`config.mk`:
```
export PLATFORM = sky130hd
export DESIGN_NAME = serial_subtractor
export DESIGN_NICKNAME = d
export VERILOG_FILES = /design/src/rtl/arith_pkg.sv /design/src/rtl/full_subtractor.sv /design/src/rtl/serial_subtractor.sv
export SDC_FILE = /design/constraint.sdc
export NUM_CORES = 1
export LEC_CHECK = 0
export CAP_MARGIN = 15
export CORE_ASPECT_RATIO = 1.5
export CORE_MARGIN = 2
export CORE_UTILIZATION = 38
export DETAILED_ROUTE_END_ITERATION = 10
export HOLD_SLACK_MARGIN = 0.15
export PLACE_DENSITY_LB_ADDON = 0.1
export SLEW_MARGIN = 20
export SYNTH_ARGS = -nofsm -noshare
export SYNTH_HDL_FRONTEND = slang
export SYNTH_SLANG_ARGS = --single-unit
```
`constraint.sdc`:
```
create_clock -name clk -period 1.9 [get_ports clk]
set_input_delay 0.38 -clock clk [delete_from_list [all_inputs] [get_ports clk]]
set_output_delay 0.38 -clock clk [all_outputs]
set_load 0.005 [all_outputs]
```
`src/rtl/arith_pkg.sv`:
```
// arith_pkg: shared state encoding and width helper for the serial arithmetic datapaths
package arith_pkg;
  typedef enum logic [1:0] {IDLE, RUN, DONE} state_t;
  function automatic int clog2(input int v);
    int r;
    r = 1;
    for (int i = 1; i < 32; i++) if ((1 << i) < v) r = i + 1;
    return r;
  endfunction
endpackage

```
`src/rtl/full_subtractor.sv`:
```
// full_subtractor: one-bit x - y - bi cell with borrow-out
module full_subtractor (
  input  logic x,
  input  logic y,
  input  logic bi,
  output logic d,
  output logic bo
);
  assign d  = x ^ y ^ bi;
  assign bo = (~x & y) | (~(x ^ y) & bi);
endmodule

```
`src/rtl/serial_subtractor.sv`:
```
// serial_subtractor: bit-serial a - b - bin, LSB first, with start/busy/done handshake
module serial_subtractor
  import arith_pkg::*;
#(
  parameter int WIDTH = 4
) (
  input  logic             clk,
  input  logic             rst_n,
  input  logic             start,
  input  logic [WIDTH-1:0] a,
  input  logic [WIDTH-1:0] b,
  input  logic             bin,
  output logic             busy,
  output logic             done,
  output logic [WIDTH-1:0] diff,
  output logic             bout,
  output logic             ovf
);
  localparam int CW = clog2(WIDTH);
  state_t state;
  logic [WIDTH-1:0] sa, sb, wd, wd_next;
  logic [CW-1:0] cnt;
  logic br, a_msb, b_msb, d, bo;
  full_subtractor u_fs (.x(sa[0]), .y(sb[0]), .bi(br), .d(d), .bo(bo));
  assign wd_next = {d, wd[WIDTH-1:1]};
  assign busy = state == RUN;
  assign done = state == DONE;
  // operand MSBs are kept aside because sa/sb are consumed by the shift
  always_ff @(posedge clk or negedge rst_n) begin
    if (!rst_n) begin
      state <= IDLE;
      sa <= '0;
      sb <= '0;
      wd <= '0;
      br <= 1'b0;
      cnt <= '0;
      a_msb <= 1'b0;
      b_msb <= 1'b0;
      diff <= '0;
      bout <= 1'b0;
      ovf <= 1'b0;
    end else if (state == RUN) begin
      sa <= sa >> 1;
      sb <= sb >> 1;
      wd <= wd_next;
      br <= bo;
      cnt <= cnt + 1'b1;
      if (cnt == CW'(WIDTH - 1)) begin
        diff <= wd_next;
        bout <= bo;
        ovf <= (a_msb ^ b_msb) & (d ^ a_msb);
        state <= DONE;
      end
    end else if (start) begin
      sa <= a;
      sb <= b;
      br <= bin;
      cnt <= '0;
      a_msb <= a[WIDTH-1];
      b_msb <= b[WIDTH-1];
      state <= RUN;
    end else begin
      state <= IDLE;
    end
  end
endmodule

```
== Yosys cells after proc, flatten, opt, wreduce, memory -nomap -nowiden ==
Cells that the tools add are included.
Cells by class
  add/sub/neg operators: 1
  equality and inequality tests: 4
  reduce and logical (&&, ||, !) cells: 3
  bitwise logic cells: 11
  muxes and demuxes: 11
Operator list (number)
  2-to-1 mux 32 bit: 2
  adder 32 x 1 -> 32 bit, second input constant: 1
  equality test 32 x 2 -> 1 bit, second input constant: 1
  2-to-1 mux 4 bit: 4
  2-to-1 mux 2 bit: 2
  AND reduction 2 bit: 2
  XOR 1 bit: 4
  AND 1 bit: 3
  2-to-1 mux 1 bit: 3
  NOT 1 bit: 3
  equality test 2 x 1 -> 1 bit, second input constant: 1
  equality test 2 bit, second input constant: 1
  != test 2 x 1 -> 1 bit, second input constant: 1
  nonzero test 2 bit: 1
  OR 1 bit: 1
Word-level totals
  output and inout port bits: 8
  bits in registers: 55

== Logic depth before layout (Yosys ltp) ==
  depth after elaboration: 5
  mapped depth: 6

== Modules after synthesis ==
From an unflattened synthesis, not the netlist that was laid out.
Second synthesis, totals
  cell total of the unflattened synthesis: 262
  area, all modules: 2671.3 um2
Modules (own cells, without submodules)
  serial_subtractor: area an instance 2640.0 um2, times used 1, cells each 258, seq. area each 1351.3 um2
  full_subtractor: area an instance 31.3 um2, times used 1, cells each 4, seq. area each 0.0 um2

== Worst setup path before layout ==
OpenSTA, ideal clock, no wires.
  path type: reg2reg
  from: register cnt[13]
  to: register diff[0]
  clock period less this slack: 1716 ps
  slack: 184 ps
  data required time: 1775 ps
  library setup time: 125 ps
  arrival time: 1591 ps
  cell stages (with the launch flop): 6
  cells stage by stage: dfrtp_1 buf_6 nor4_2 nand4_1 nor3_4 mux2_4
Between the ends
  cells in the longest elaborated chain, start to end: 2
RTL lines
  from (decl): line serial_subtractor.sv:22  | logic [CW-1:0] cnt;
  from (signal assigned): line serial_subtractor.sv:47  | cnt <= cnt + 1'b1;
  equality test 32 x 2 -> 1 bit: line serial_subtractor.sv:48  | if (cnt == CW'(WIDTH - 1)) begin
  AND reduction 2 bit (no line)
  to (signal assigned): line serial_subtractor.sv:49  | diff <= wd_next;
  to (decl): line serial_subtractor.sv:15  | output logic [WIDTH-1:0] diff,
No other way between the ends.
A chain may end at the register's enable or synchronous reset.

== Final worst setup path ==
  from: register state[0]
  to: output done
Between the ends
  cells in the longest elaborated chain, start to end: 1
RTL lines
  from (decl): line serial_subtractor.sv:20  | state_t state;
  from (signal assigned): line serial_subtractor.sv:31  | state <= IDLE;
  from (signal assigned): line serial_subtractor.sv:52  | state <= DONE;
  from (signal assigned): line serial_subtractor.sv:61  | state <= RUN;
  equality test 2 bit: line serial_subtractor.sv:27  | assign done = state == DONE;
  to (decl): line serial_subtractor.sv:14  | output logic done,
No other way between the ends.

==> metrics.md <==
| Metric | Value |
|---|---|
| CTS Root Cell | `sky130_fd_sc_hd__clkbuf_8` |
| Flip-flop and latch area | `0.00135 sq mm` |
| Clock network latency to the later pin of the worst-skew pair | `310 ps` |
| Commonest non-fill, non-tap cell in the layout | `sky130_fd_sc_hd__nand2_1` |
| Vias per std cell | `5.42` |
| Overall routing resource usage | `17.2%` |
| Worst-path fanout max | `4` |
| Sequential cell area fraction in the yosys report | `50.0%` |
| Netlist Area Pre-Place | `0.00270 sq mm` |
| Total design power | `2.77 mW` |
| Global-route wire length before repair | `10400 microns` |
| Met3 WL | `149 microns` |
| Slew headroom | `71.9%` |
| Class of the tightest hold or removal check | `reg2reg` |
| Max-slew violation count | `0` |
| Maximum buffer depth of the clock tree | `2` |
| Post-Syn Nets | `271` |
| DRT iter0 DRCs | `113` |
| Detailed-route DRC error count | `0` |
| Final WL | `6130 microns` |
| Via count | `2056` |
| Number of synthesized flops with an enable pin | `0` |
| Top achievable clock speed | `547 MHz` |
| Shortest period the worst path allows | `1830 ps` |
| Count of antenna-violating nets left after detailed routing | `0` |
| Via count of the first global-routing pass | `2070` |
| # nets final | `314` |
| RePlAce Congestion | `0.753` |
| Count of warnings emitted by yosys | `0` |
| Post-detailed-placement half-perimeter wirelength | `4400 microns` |
| Xor and xnor fraction of the mapped netlist area | `0%` |
| Leakage power | `1.59 nW` |
| Pwr dens | `836 mW/mm^2` |
| Sink Count | `54` |
| Number of H-tree levels | `2` |
| Number of I/O pins | `20` |
| Maximum number of pins on one net before global-route repair | `41` |
| Most frequent cells in the layout | `55 x sky130_fd_sc_hd__nand2_1, 53 x sky130_fd_sc_hd__dfrtp_1, 34 x sky130_fd_sc_hd__mux2i_1, 21 x sky130_fd_sc_hd__buf_4, 17 x sky130_fd_sc_hd__clkdlybuf4s50_1` |
| Largest family of logic cells by synthesized area | `simple AND/OR/NAND/NOR gates` |
| Number of filler instances in the final layout | `655` |
| Mux cell area share after synthesis | `16.2%` |
| CTS tree | `done` |
| Worst ir drop on vdd | `0.000400 V` |
| Met1 layer wirelength in the final routing | `2680 microns` |
| Critical Setup Path Class | `reg2out` |
| Overall die area | `0.00781 sq mm` |
| Worst hold path stage count | `2` |
| Clock transition at the registers of the reported paths | `100 ps` |
| Share of final-layout standard cells stronger than drive strength 1 | `18.9%` |
| Share of the clock period used by the worst path after layout | `96.1%` |
| Quantity of I/O buffers inserted on ports | `19` |
| Area fraction in and, or, nand and nor cells after synthesis | `25.6%` |
| Worst setup skew after layout | `6.51 ps` |
| Sum of negative setup slack | `0 ps` |
| Post-synthesis average cell area | `10.5 sq um` |
| Number of antenna violations at the first check in global routing | `0` |
| Total of max-cap violations | `0` |
| Depth of the most critical reg-to-reg path | `5` |
| Multi-input gate area | `0.00131 sq mm` |
| Growth of design area from synthesis to finish | `22.6%` |
| Startpoint Class | `flop` |
| Kind of capture point of the worst setup path | `output pin` |
| FF+latch count, synth | `54` |
| Data arrival time of the worst path | `1450 ps` |
| Die Span X | `72.8 microns` |
| Die height | `107 microns` |
| Drt wl/cell | `16.2 microns` |
| Adder and majority cell fraction of the synthesized area | `1.20%` |
| Core region area | `0.00685 sq mm` |
| Cells traversed along the worst timing path | `nor2b_2 -> clkdlybuf4s50_1` |
| Post-Synthesis Cells | `257` |
| Overall overflow remaining after global route | `0` |
| Antenna cells | `0` |
| Final setup violation count | `0` |
| Met2 wire length | `3200 microns` |
| Dominant synthesized flop cell | `sky130_fd_sc_hd__dfrtp_1` |
| Setup repair after global routing missed its margin | `false` |
| Count of TritonRoute iterations in the first routing pass | `4` |
| Top routing layer in use | `met4` |
| Final Hold Violating Endpoints | `0` |
| Initial Util | `39.4%` |
| Slowest-stage cell, CP | `sky130_fd_sc_hd__clkdlybuf4s50_1` |
| Number of placement rows | `37` |
| Run status | `finished clean` |
| Largest stage delay, worst path | `530 ps` |
| Required time of the critical path | `1520 ps` |
| Count of cell types in the netlist | `38` |
| Num CTS Buffers | `5` |
| Tightest Pin Transition | `422 ps` |
| Async set or reset register ratio after synthesis | `100%` |
| Complex-gate fraction of the synthesized area | `4.68%` |
sequential cells by signal (all words and copies together), names as in the netlist:
signal	cells
cnt	32
diff	4
sa	4
sb	4
wd	3
state	2
a_msb	1
b_msb	1
bout	1
br	1
ovf	1
area by class of cell:
class	instances	share of cell area (%)
Timing Repair Buffer	44	12.6
Clock inverter	2	1.13
Sequential cell	54	40.9
Clock buffer	6	2.19
Tap cell	78	2.95
Inverter	6	0.681
Multi-Input combinational cell	189	39.6
critical path, delay by kind of cell (launching register included):
kind | cells | cell delay (ps)
buffers and inverters | 1 | 530
AND/OR/NAND/NOR | 1 | 150
flip-flops | 1 | 470
synthesized netlist by cell type (2+ instances only):
cell,instances,share of area [%]
sky130_fd_sc_hd__and2_2,2,0.56
sky130_fd_sc_hd__and3_1,5,1.2
sky130_fd_sc_hd__and4_1,3,0.97
sky130_fd_sc_hd__clkbuf_1,7,0.97
sky130_fd_sc_hd__dfrtp_1,54,50
sky130_fd_sc_hd__inv_1,5,0.70
sky130_fd_sc_hd__mux2_2,2,0.83
sky130_fd_sc_hd__mux2_4,5,2.8
sky130_fd_sc_hd__mux2i_1,34,13
sky130_fd_sc_hd__nand2_1,55,7.6
sky130_fd_sc_hd__nand3_1,14,2.6
sky130_fd_sc_hd__nand3_2,2,0.74
sky130_fd_sc_hd__nand4_1,13,3.0
sky130_fd_sc_hd__nor2_1,10,1.4
sky130_fd_sc_hd__nor3_1,3,0.56
sky130_fd_sc_hd__nor4_1,6,1.4
sky130_fd_sc_hd__nor4_2,3,1.4
sky130_fd_sc_hd__o21ai_0,14,2.6
cell families (layout without fill, tap and decap cells):
kind of cell,Yosys count,after routing
muxes,41,41
AOI/OAI and AO/OA,21,21
DFF,54,54
buffers and inverters,14,58
and+or+nand+nor,125,125
adders and majority gates,2,2
layer usage:
layer  up-vias  track usage [%]
li1       1010                -
met1      1003             22.3
met2        35             29.0
met3         8             2.54
met4         0             5.69
met5         -                0
worst paths after layout:
kind / from / end / slack [ps]
max in group asynchronous: rst_n / state[0]$_DFFE_PN0P_ / 800
min reg2reg: sa[2]$_DFFE_PN0P_ / sa[1]$_DFFE_PN0P_ / 490
max: state[0]$_DFFE_PN0P_ / done / 70
max reg2reg: cnt[28]$_DFFE_PN0P_ / diff[0]$_DFFE_PN0P_ / 120
min: sa[2]$_DFFE_PN0P_ / sa[1]$_DFFE_PN0P_ / 490
min in group asynchronous: rst_n / cnt[14]$_DFFE_PN0P_ / 530
through the flow:
step | hold WS, ps | setup WS [ps] | cells | utilization, % | instance area [sq um]
4_1_cts | 501 | 2.50 | 378 | 47.9 | 3280
3_3_place_gp | 332 | 34.8 | 369 | 46.1 | 3160
2_1_floorplan | 84.4 | 184 | 257 | - | 2700
3_5_place_dp | 336 | 42.2 | 369 | 46.1 | 3160
6_report | 494 | 73.2 | 379 | 48.3 | 3310
5_1_grt | 533 | 18.9 | 379 | 48.3 | 3310
power breakdown:
group          switching [mW]  internal (mW)  leakage (nW)
sequential              0.157           1.30         0.665
combinational           0.291          0.240         0.874
clock                   0.386          0.394        0.0514
repair_timing:
item | in CTS | in global routing
cloned | 0 | 0
resized for setup | 1 | 5
pin swaps | 0 | 1
hold endpoints to repair | 14 | 0
setup buffers | 0 | 1
hold buffers | 1 | 0
setup endpoints to repair | 1 | 7
No activity file was read; power rests on OpenSTA's default activity.
